==> config.mk <==
export PLATFORM = sky130hd
export DESIGN_NAME = button_conditioner
export DESIGN_NICKNAME = d
export VERILOG_FILES = /design/src/rtl/button_conditioner.sv
export SDC_FILE = /design/constraint.sdc
export NUM_CORES = 1
export LEC_CHECK = 0
export ABC_CLOCK_PERIOD_IN_PS = 2300
export BUFFER_PORTS_ARGS = -buffer_cell sky130_fd_sc_hd__buf_4
export CELL_PAD_IN_SITES_DETAIL_PLACEMENT = 0
export CELL_PAD_IN_SITES_GLOBAL_PLACEMENT = 1
export CORE_MARGIN = 5
export CORE_UTILIZATION = 51
export CTS_BUF_LIST = sky130_fd_sc_hd__clkbuf_8
export CTS_CLUSTER_DIAMETER = 100
export DETAILED_ROUTE_END_ITERATION = 6
export GPL_ROUTABILITY_DRIVEN = 0
export HOLD_SLACK_MARGIN = 0.05
export PLACE_DENSITY = 0.87
export SLEW_MARGIN = 20
export SYNTH_ARGS = -nofsm -noshare
export SYNTH_HDL_FRONTEND = slang
export SYNTH_SLANG_ARGS = --single-unit
==> constraint.sdc <==
create_clock -name clk -period 2.3 [get_ports clk]
set_input_delay 0.46 -clock clk [delete_from_list [all_inputs] [get_ports clk]]
set_output_delay 0.46 -clock clk [all_outputs]
set_load 0.03 [all_outputs]
==> src/rtl/button_conditioner.sv <==
// Conditions five raw front-panel inputs: synchronises, debounces on a 1 kHz tick,
// makes start/stop/increment pulses and auto-repeats the increment buttons.
module button_conditioner #(
  parameter int unsigned DEBOUNCE_MS     = 10,
  parameter int unsigned REPEAT_DELAY_MS = 500,
  parameter int unsigned REPEAT_RATE_MS  = 100
) (
  input  logic clk,
  input  logic rst_n,
  input  logic clk1k,
  input  logic en,
  input  logic start_btn,
  input  logic stop_btn,
  input  logic softrst_sw,
  input  logic inc_min_btn,
  input  logic inc_sec_btn,
  output logic start,
  output logic stop,
  output logic softrst,
  output logic inc_min,
  output logic inc_sec
);

  localparam int unsigned ChStart = 0;
  localparam int unsigned ChStop  = 1;
  localparam int unsigned ChSoft  = 2;
  localparam int unsigned ChMin   = 3;
  localparam int unsigned ChSec   = 4;

  localparam logic [3:0] DbLimit   = DEBOUNCE_MS[3:0];
  localparam logic [9:0] DelayLoad = REPEAT_DELAY_MS[9:0];
  localparam logic [9:0] RateLoad  = REPEAT_RATE_MS[9:0];

  typedef enum logic [1:0] {StIdle, StDelay, StRepeat} rep_state_e;

  // clk1k: two sync flops plus one history flop for edge detection
  logic [2:0] ck_q;
  logic       tick;
  assign tick = ck_q[1] & ~ck_q[2];

  logic [4:0] raw;
  logic [4:0] sync1_q, sync2_q;
  logic [4:0] stable_q, stable_d;
  logic [3:0] db_cnt_q [5];
  logic [3:0] db_cnt_d [5];

  assign raw = {inc_sec_btn, inc_min_btn, softrst_sw, stop_btn, start_btn};

  always_comb begin
    stable_d = stable_q;
    for (int i = 0; i < 5; i++) begin
      db_cnt_d[i] = db_cnt_q[i];
      if (sync2_q[i] == stable_q[i]) begin
        db_cnt_d[i] = '0;
      end else if (tick) begin
        if (db_cnt_q[i] + 4'd1 == DbLimit) begin
          stable_d[i] = sync2_q[i];
          db_cnt_d[i] = '0;
        end else begin
          db_cnt_d[i] = db_cnt_q[i] + 4'd1;
        end
      end
    end
  end

  // Edge detection on the pulse-producing channels: {sec, min, stop, start}
  logic [3:0] edge_cur, edge_prev_q, rise;
  assign edge_cur = {stable_q[ChSec], stable_q[ChMin], stable_q[ChStop], stable_q[ChStart]};
  assign rise     = edge_cur & ~edge_prev_q;

  rep_state_e state_q [2];
  rep_state_e state_d [2];
  logic [9:0] rep_cnt_q [2];
  logic [9:0] rep_cnt_d [2];
  logic [1:0] inc_pulse;

  always_comb begin
    for (int i = 0; i < 2; i++) begin
      state_d[i]   = state_q[i];
      rep_cnt_d[i] = rep_cnt_q[i];
      inc_pulse[i] = 1'b0;
      if (edge_prev_q[2+i] && !edge_cur[2+i]) begin
        state_d[i]   = StIdle;
        rep_cnt_d[i] = '0;
      end else begin
        unique case (state_q[i])
          StIdle: begin
            if (rise[2+i]) begin
              inc_pulse[i] = 1'b1;
              rep_cnt_d[i] = DelayLoad;
              state_d[i]   = StDelay;
            end
          end
          StDelay, StRepeat: begin
            if (tick) begin
              // Counter hits zero on this tick: pulse and reload the repeat interval
              if (rep_cnt_q[i] == 10'd1) begin
                inc_pulse[i] = 1'b1;
                rep_cnt_d[i] = RateLoad;
                state_d[i]   = StRepeat;
              end else begin
                rep_cnt_d[i] = rep_cnt_q[i] - 10'd1;
              end
            end
          end
          default: state_d[i] = StIdle;
        endcase
      end
    end
  end

  logic start_q, stop_q, inc_min_q, inc_sec_q;
  logic start_d, stop_d, inc_min_d, inc_sec_d;

  always_comb begin
    stop_d    = en & rise[1];
    start_d   = en & rise[0] & ~rise[1];
    inc_min_d = en & inc_pulse[0];
    inc_sec_d = en & inc_pulse[1];
  end

  always_ff @(posedge clk or negedge rst_n) begin
    if (!rst_n) begin
      ck_q        <= '0;
      sync1_q     <= '0;
      sync2_q     <= '0;
      stable_q    <= '0;
      edge_prev_q <= '0;
      for (int i = 0; i < 5; i++) db_cnt_q[i] <= '0;
      for (int i = 0; i < 2; i++) begin
        state_q[i]   <= StIdle;
        rep_cnt_q[i] <= '0;
      end
      start_q   <= 1'b0;
      stop_q    <= 1'b0;
      inc_min_q <= 1'b0;
      inc_sec_q <= 1'b0;
    end else begin
      ck_q        <= {ck_q[1:0], clk1k};
      sync1_q     <= raw;
      sync2_q     <= sync1_q;
      stable_q    <= stable_d;
      edge_prev_q <= edge_cur;
      for (int i = 0; i < 5; i++) db_cnt_q[i] <= db_cnt_d[i];
      for (int i = 0; i < 2; i++) begin
        state_q[i]   <= state_d[i];
        rep_cnt_q[i] <= rep_cnt_d[i];
      end
      start_q   <= start_d;
      stop_q    <= stop_d;
      inc_min_q <= inc_min_d;
      inc_sec_q <= inc_sec_d;
    end
  end

  assign start   = start_q;
  assign stop    = stop_q;
  assign inc_min = inc_min_q;
  assign inc_sec = inc_sec_q;
  assign softrst = stable_q[ChSoft];

endmodule

# Yosys cells after proc, flatten, opt, wreduce, memory -nomap -nowiden
# Cells that the tools add are included.
# totals
reg_bits,70
romBits,0
ram_bits,0
latch_bits,0
output_inout_bits,5
inputBits,9
memories,0
elab_cells,135
# op_classes
n_reduce_logical,24
shifts,0
eq_ne,22
mul,0
magnitude_cmp,0
mux,45
add_sub_neg,7
div_mod_pow,0
n_bitwise,15
# op_table
op,count
2-to-1 mux 10 bit,8
2-to-1 mux 4 bit,15
one-hot mux 10 bit (2 select lines),2
AND reduction 3 bit,9
adder 4 x 1 -> 4 bit (second input constant),5
equality test 10 x 1 -> 1 bit (second input constant),2
equality test 4 bit (second input constant),5
subtractor 10 x 1 -> 10 bit (second input constant),2
inequality test 3 bit (second input constant),6
2-to-1 mux 2 bit,8
nonzero test 2 bit,5
2-to-1 mux 1 bit,8
one-hot mux 2 bit (2 select lines),2
inverter 1 bit,7
AND 1 bit,6
nonzero test 3 bit,2
equality test 1 bit,5
AND 4 bit,1
equality test 2 x 1 -> 1 bit (second input constant),2
equality test 2 bit (second input constant),2
zero test 2 bit,2
inverter 4 bit,1
one-hot mux 1 bit (2 select lines),2
OR reduction 2 bit,2
other kinds (2),4

# Longest topological paths before layout
# depth
ltp_word,6
depth_mapped,9
ltp_nobuf,7

# Least setup slack after synthesis
# Ideal clock, no wire load.
# synth_path
path_type,reg2reg
from,register rep_cnt_q[11] in the netlist's numbering
to,register rep_cnt_q[14] in the netlist's numbering
n_path_buf,0
path_slack_ns,0.320
period_less_slack_ns,1.980
t_required_ns,2.162
setup_ns,0.138
path_stages_with_launch,8
t_arrival_ns,1.842
cell_sequence,dfrtp_1 > inv_1 > ha_1 > or4b_4 > or4_4 > a31oi_1 > o21a_1 > o21ai_0
# synth_between
elab_chain_len,5
elab_cells_between_ends,6
classes_between,add/sub (1); eq/ne (1); mux (4)
# synth_rtl
item,line_no,rtl
from (decl),73,logic [9:0] rep_cnt_q [2];
"from (signal, indexed assignment)",147,rep_cnt_q[i] <= rep_cnt_d[i];
subtractor 10 x 1 -> 10 bit or equality test 10 x 1 -> 1 bit (tied branches),"102, 97",
2-to-1 mux 10 bit (*),97,if (rep_cnt_q[i] == 10'd1) begin
2-to-1 mux 10 bit (*),95,if (tick) begin
one-hot mux 10 bit (2 select lines) (*),86,unique case (state_q[i])
2-to-1 mux 10 bit (*),82,if (edge_prev_q[2+i] && !edge_cur[2+i]) begin
# Mark *: on every way between the ends. The rest lies on a longest branch, timed or not. The select of a mux whose other input is x is not followed.
# A chain may end at the register's enable or synchronous reset.

# Worst setup path after layout
# layout_path
from,register rep_cnt_q[1] in the netlist's numbering
to,register rep_cnt_q[0] in the netlist's numbering
# layout_between
elab_chain_len,5
# layout_rtl
item,line_no
equality test 10 x 1 -> 1 bit,97
2-to-1 mux 10 bit,97
2-to-1 mux 10 bit,95
one-hot mux 10 bit (2 select lines),86
2-to-1 mux 10 bit,82
# No other way between the ends. The select of a mux whose other input is x is not followed.

==> Implementation_results.wiki <==
{| class="wikitable"
! Metric !! Value
|-
| Count of standard-cell rows || 30
|-
| Total routing resource utilization after global routing || 17.0%
|-
| List of cells traversed by the critical path || inv_1, ha_1, or4b_2, nor3_2, nand2b_1, nor2_1, a22o_1
|-
| Leading area contributor after synthesis || sky130_fd_sc_hd__dfrtp_1
|-
| Leakage dissipation || 1.86 nW
|-
| Count of buffering cells on the critical path with inverters included || 1
|-
| Number of storage elements in the synthesis netlist || 70
|-
| Proportion of layout cells with a drive suffix above 1 || 14.6%
|-
| CTS tree || yes
|-
| Setup_tns || 0 ns
|-
| Cts bufs inserted || 9
|-
| Final Hold Vio Count || 0
|-
| Setup violators final || 0
|-
| Total number of vias || 2707
|-
| Largest cells by area after synthesis || sky130_fd_sc_hd__dfrtp_1 (48%), sky130_fd_sc_hd__ha_1 (7.6%), sky130_fd_sc_hd__nor2_1 (3.9%)
|-
| Commonest register cell after synthesis || sky130_fd_sc_hd__dfrtp_1
|-
| Tightest Pin Transition || 0.472 ns
|-
| Detailed-router iteration count before antenna repair || 4
|-
| Critical Path Source || rep_cnt_q[1]
|-
| Clock latency of the later-clocked register in the worst-skew pair || 0.35 ns
|-
| CP Max Fanout || 5
|-
| Vias per std cell || 5.50
|-
| Total instance count after detailed placement || 475
|-
| Headroom to the max-slew limit || 68.2%
|-
| Buffer levels on the longest clock path || 2
|-
| MaxCap Viol Count || 0
|-
| Width of the die || 94.3 um
|-
| Area overhead of the layout relative to synthesis || 15.0%
|-
| Slowest cell on crit path || sky130_fd_sc_hd__or4b_2
|-
| Share of flip-flops with an asynchronous set or reset after synthesis || 100%
|-
| Yosys warns || 0
|-
| Area of the die || 8900 um^2
|-
| Sequential element share of the synthesized area || 48.3%
|-
| Number of antenna violations at the first check in global routing || 0
|-
| Syn_nets || 397
|-
| Remaining global-route overflow || 0
|-
| Power density cells || 625 nW/um^2
|-
| Post-synthesis cell area || 3630 um^2
|-
| CP top delay family || simple AND/OR/NAND/NOR gates
|-
| Sort of element at the end of the critical path || flip-flop
|-
| Initial standard-cell utilization of the core || 52.8%
|-
| Worst IR Drop VDD || 0.320 mV
|-
| Path class of the lowest-slack min-delay path || in -> reg
|-
| Final setup margin || 0.151 ns
|-
| Placeable core region || 6870 um^2
|-
| Avg Inst Size Synth || 9.91 um^2
|-
| Number of distinct standard cells referenced by the synthesized netlist || 51
|-
| Port bufs || 13
|-
| Vertical extent of the die || 94.3 um
|-
| Total inserted antenna cells || 0
|-
| Drt total wl || 6700 um
|-
| Launch point of the worst reg-to-reg path || rep_cnt_q[1]
|-
| Pin count of the biggest net entering global routing || 47
|-
| Outcome || complete, no violations
|-
| IO Pins || 14
|-
| Number of pins exceeding their max-slew limit in the final report || 0
|-
| Fin nets || 422
|-
| DRC violation total after the first TritonRoute iteration || 100
|-
| Final worst clock skew || 0.0134 ns
|-
| Shortest clock period the worst path allows after layout || 2.15 ns
|-
| Clock Root Buffer || sky130_fd_sc_hd__clkbuf_8
|-
| Share of the clock period used by the worst path after layout || 93.4%
|-
| Largest stage delay, worst path || 0.64 ns
|-
| Area fraction of the dominant cell type after synthesis || 48.3%
|-
| Placed wire-length estimate after detailed placement || 4680 um
|-
| Number of enable flip-flop cells after synthesis || 0
|-
| Count of placed standard cells in the final layout, fillers left out || 492
|-
| Startpoint types || flip-flop
|-
| Commonest cells after routing, fill and taps aside || sky130_fd_sc_hd__dfrtp_1 (70), sky130_fd_sc_hd__nor2_1 (38), sky130_fd_sc_hd__nand2_1 (37), sky130_fd_sc_hd__o21ai_0 (26), sky130_fd_sc_hd__ha_1 (22)
|-
| Remaining antenna violation count after routing || 0
|-
| Global-route wire length before repair || 11900 um
|-
| DRC violations left || 0
|-
| Most common cell after layout, fill and taps aside || sky130_fd_sc_hd__dfrtp_1
|-
| Top achievable clock speed || 465 MHz
|-
| Critical Setup Path Class || reg -> reg
|-
| Clock-pin transition on the worst setup and hold timing paths || 0.08 ns
|-
| Vias in the first global route || 2619
|-
| Pre-CTS setup slack || 0.177 ns
|-
| Number of sinks on the clock net || 70
|-
| Hold Path Origin || inc_sec_btn
|-
| Wirelength per Cell || 13.6 um
|-
| Count of fill cells added during filler insertion || 606
|-
| CP arrival || 2.39 ns
|-
| H-tree Lvls || 3
|-
| Unrepaired setup endpoints after global routing || no
|-
| WP data required || 2.54 ns
|-
| Cell count after synthesis || 366
|}
through the flow:
| stage | util (%) | power (W) | area (um^2) | hold WS, ns |
|---|---|---|---|---|
| final | 60.7 | 0.00261 | 4170 | 0.214 |
| after global routing | 60.7 | 0.00271 | 4170 | 0.199 |
| after CTS | 60.6 | 0.00263 | 4160 | 0.199 |
| after detailed placement | 56.8 | 0.00141 | 3910 | 0.336 |
| after global placement | 56.8 | 0.00140 | 3910 | 0.335 |
| after floorplan | - | 0.00135 | 3630 | 0.164 |
power by group:
group	total (W)	internal (W)	switching (W)
Clock	0.00122	0.000748	0.000476
Sequential	0.00128	0.00125	0.0000241
Combinational	0.000104	0.0000381	0.0000655
cell families after synthesis:
logic type,synth area share [%]
flops,48.3
compound gates,17.4
buf+inv,2.93
fa+ha+maj,7.59
simple gates,18.2
mux,1.52
xor+xnor,4.11
final timing paths:
path                                       to  slack, ns  depth (start not counted)
worst max-delay path             rep_cnt_q[0]       0.15                          7
worst min-delay path               sync1_q[4]       0.21                          1
worst max register to register   rep_cnt_q[0]       0.15                          7
worst min register to register     sync2_q[1]       0.34                          0
max in group asynchronous       rep_cnt_q[19]       1.20                          3
min in group asynchronous         db_cnt_q[9]       0.55                          2
worst reg2reg max path, cell delays in order (launching register included):
cell and delay [ns]:
sky130_fd_sc_hd__dfrtp_1 0.39, sky130_fd_sc_hd__inv_1 0.08, sky130_fd_sc_hd__ha_1 0.13, sky130_fd_sc_hd__or4b_2 0.64, sky130_fd_sc_hd__nor3_2 0.26, sky130_fd_sc_hd__nand2b_1 0.28, sky130_fd_sc_hd__nor2_1 0.07, sky130_fd_sc_hd__a22o_1 0.19
sequential cells by signal, indices dropped and copies added, names as in the netlist, 3 cells and up:
name / flops
ck_q: 3
sync1_q: 5
stable_q: 5
edge_prev_q: 4
sync2_q: 5
db_cnt_q: 20
rep_cnt_q: 20
state_q: 4
Yosys cell counts, types with 6 or more instances:
cell and instances:
sky130_fd_sc_hd__ha_1 22, sky130_fd_sc_hd__inv_1 18, sky130_fd_sc_hd__o21ai_0 26, sky130_fd_sc_hd__nand2b_1 6, sky130_fd_sc_hd__nand3_1 6, sky130_fd_sc_hd__a21oi_1 15
sky130_fd_sc_hd__xnor2_1 7, sky130_fd_sc_hd__dfrtp_1 70, sky130_fd_sc_hd__nor3_1 9, sky130_fd_sc_hd__o31ai_1 10, sky130_fd_sc_hd__nand2_1 37, sky130_fd_sc_hd__xor2_1 10
sky130_fd_sc_hd__or3_1 7, sky130_fd_sc_hd__a31oi_1 10, sky130_fd_sc_hd__clkbuf_1 9, sky130_fd_sc_hd__nor2_1 38
what timing repair did:
action | 4_1_cts | 5_1_grt
resized for setup | 0 | 1
setup endpoints to repair | 0 | 1
hold endpoints to repair | 24 | 0
hold buffers | 1 | 0
buffers inserted | 0 | 0
per-layer routing:
layer,vias to the layer above,GRT usage (%),part of all wire [%]
met4,0,8.42,1.6
met3,10,2.88,4.0
met2,42,25.7,44
li1,1354,-,-
met1,1301,23.8,50
met5,-,0,0
area by class of cell:
| cell class | instances | area [um^2] | share of cell area, % |
|---|---|---|---|
| clock inverters | 6 | 109 | 2.61 |
| flip-flops and latches | 70 | 1750 | 42.0 |
| multi-input cells | 268 | 1780 | 42.6 |
| inverters | 18 | 67.6 | 1.62 |
| well taps | 96 | 120 | 2.88 |
| repair buffers | 24 | 208 | 4.98 |
| clock buffers | 10 | 138 | 3.30 |
No activity file was read; power rests on OpenSTA's default activity.
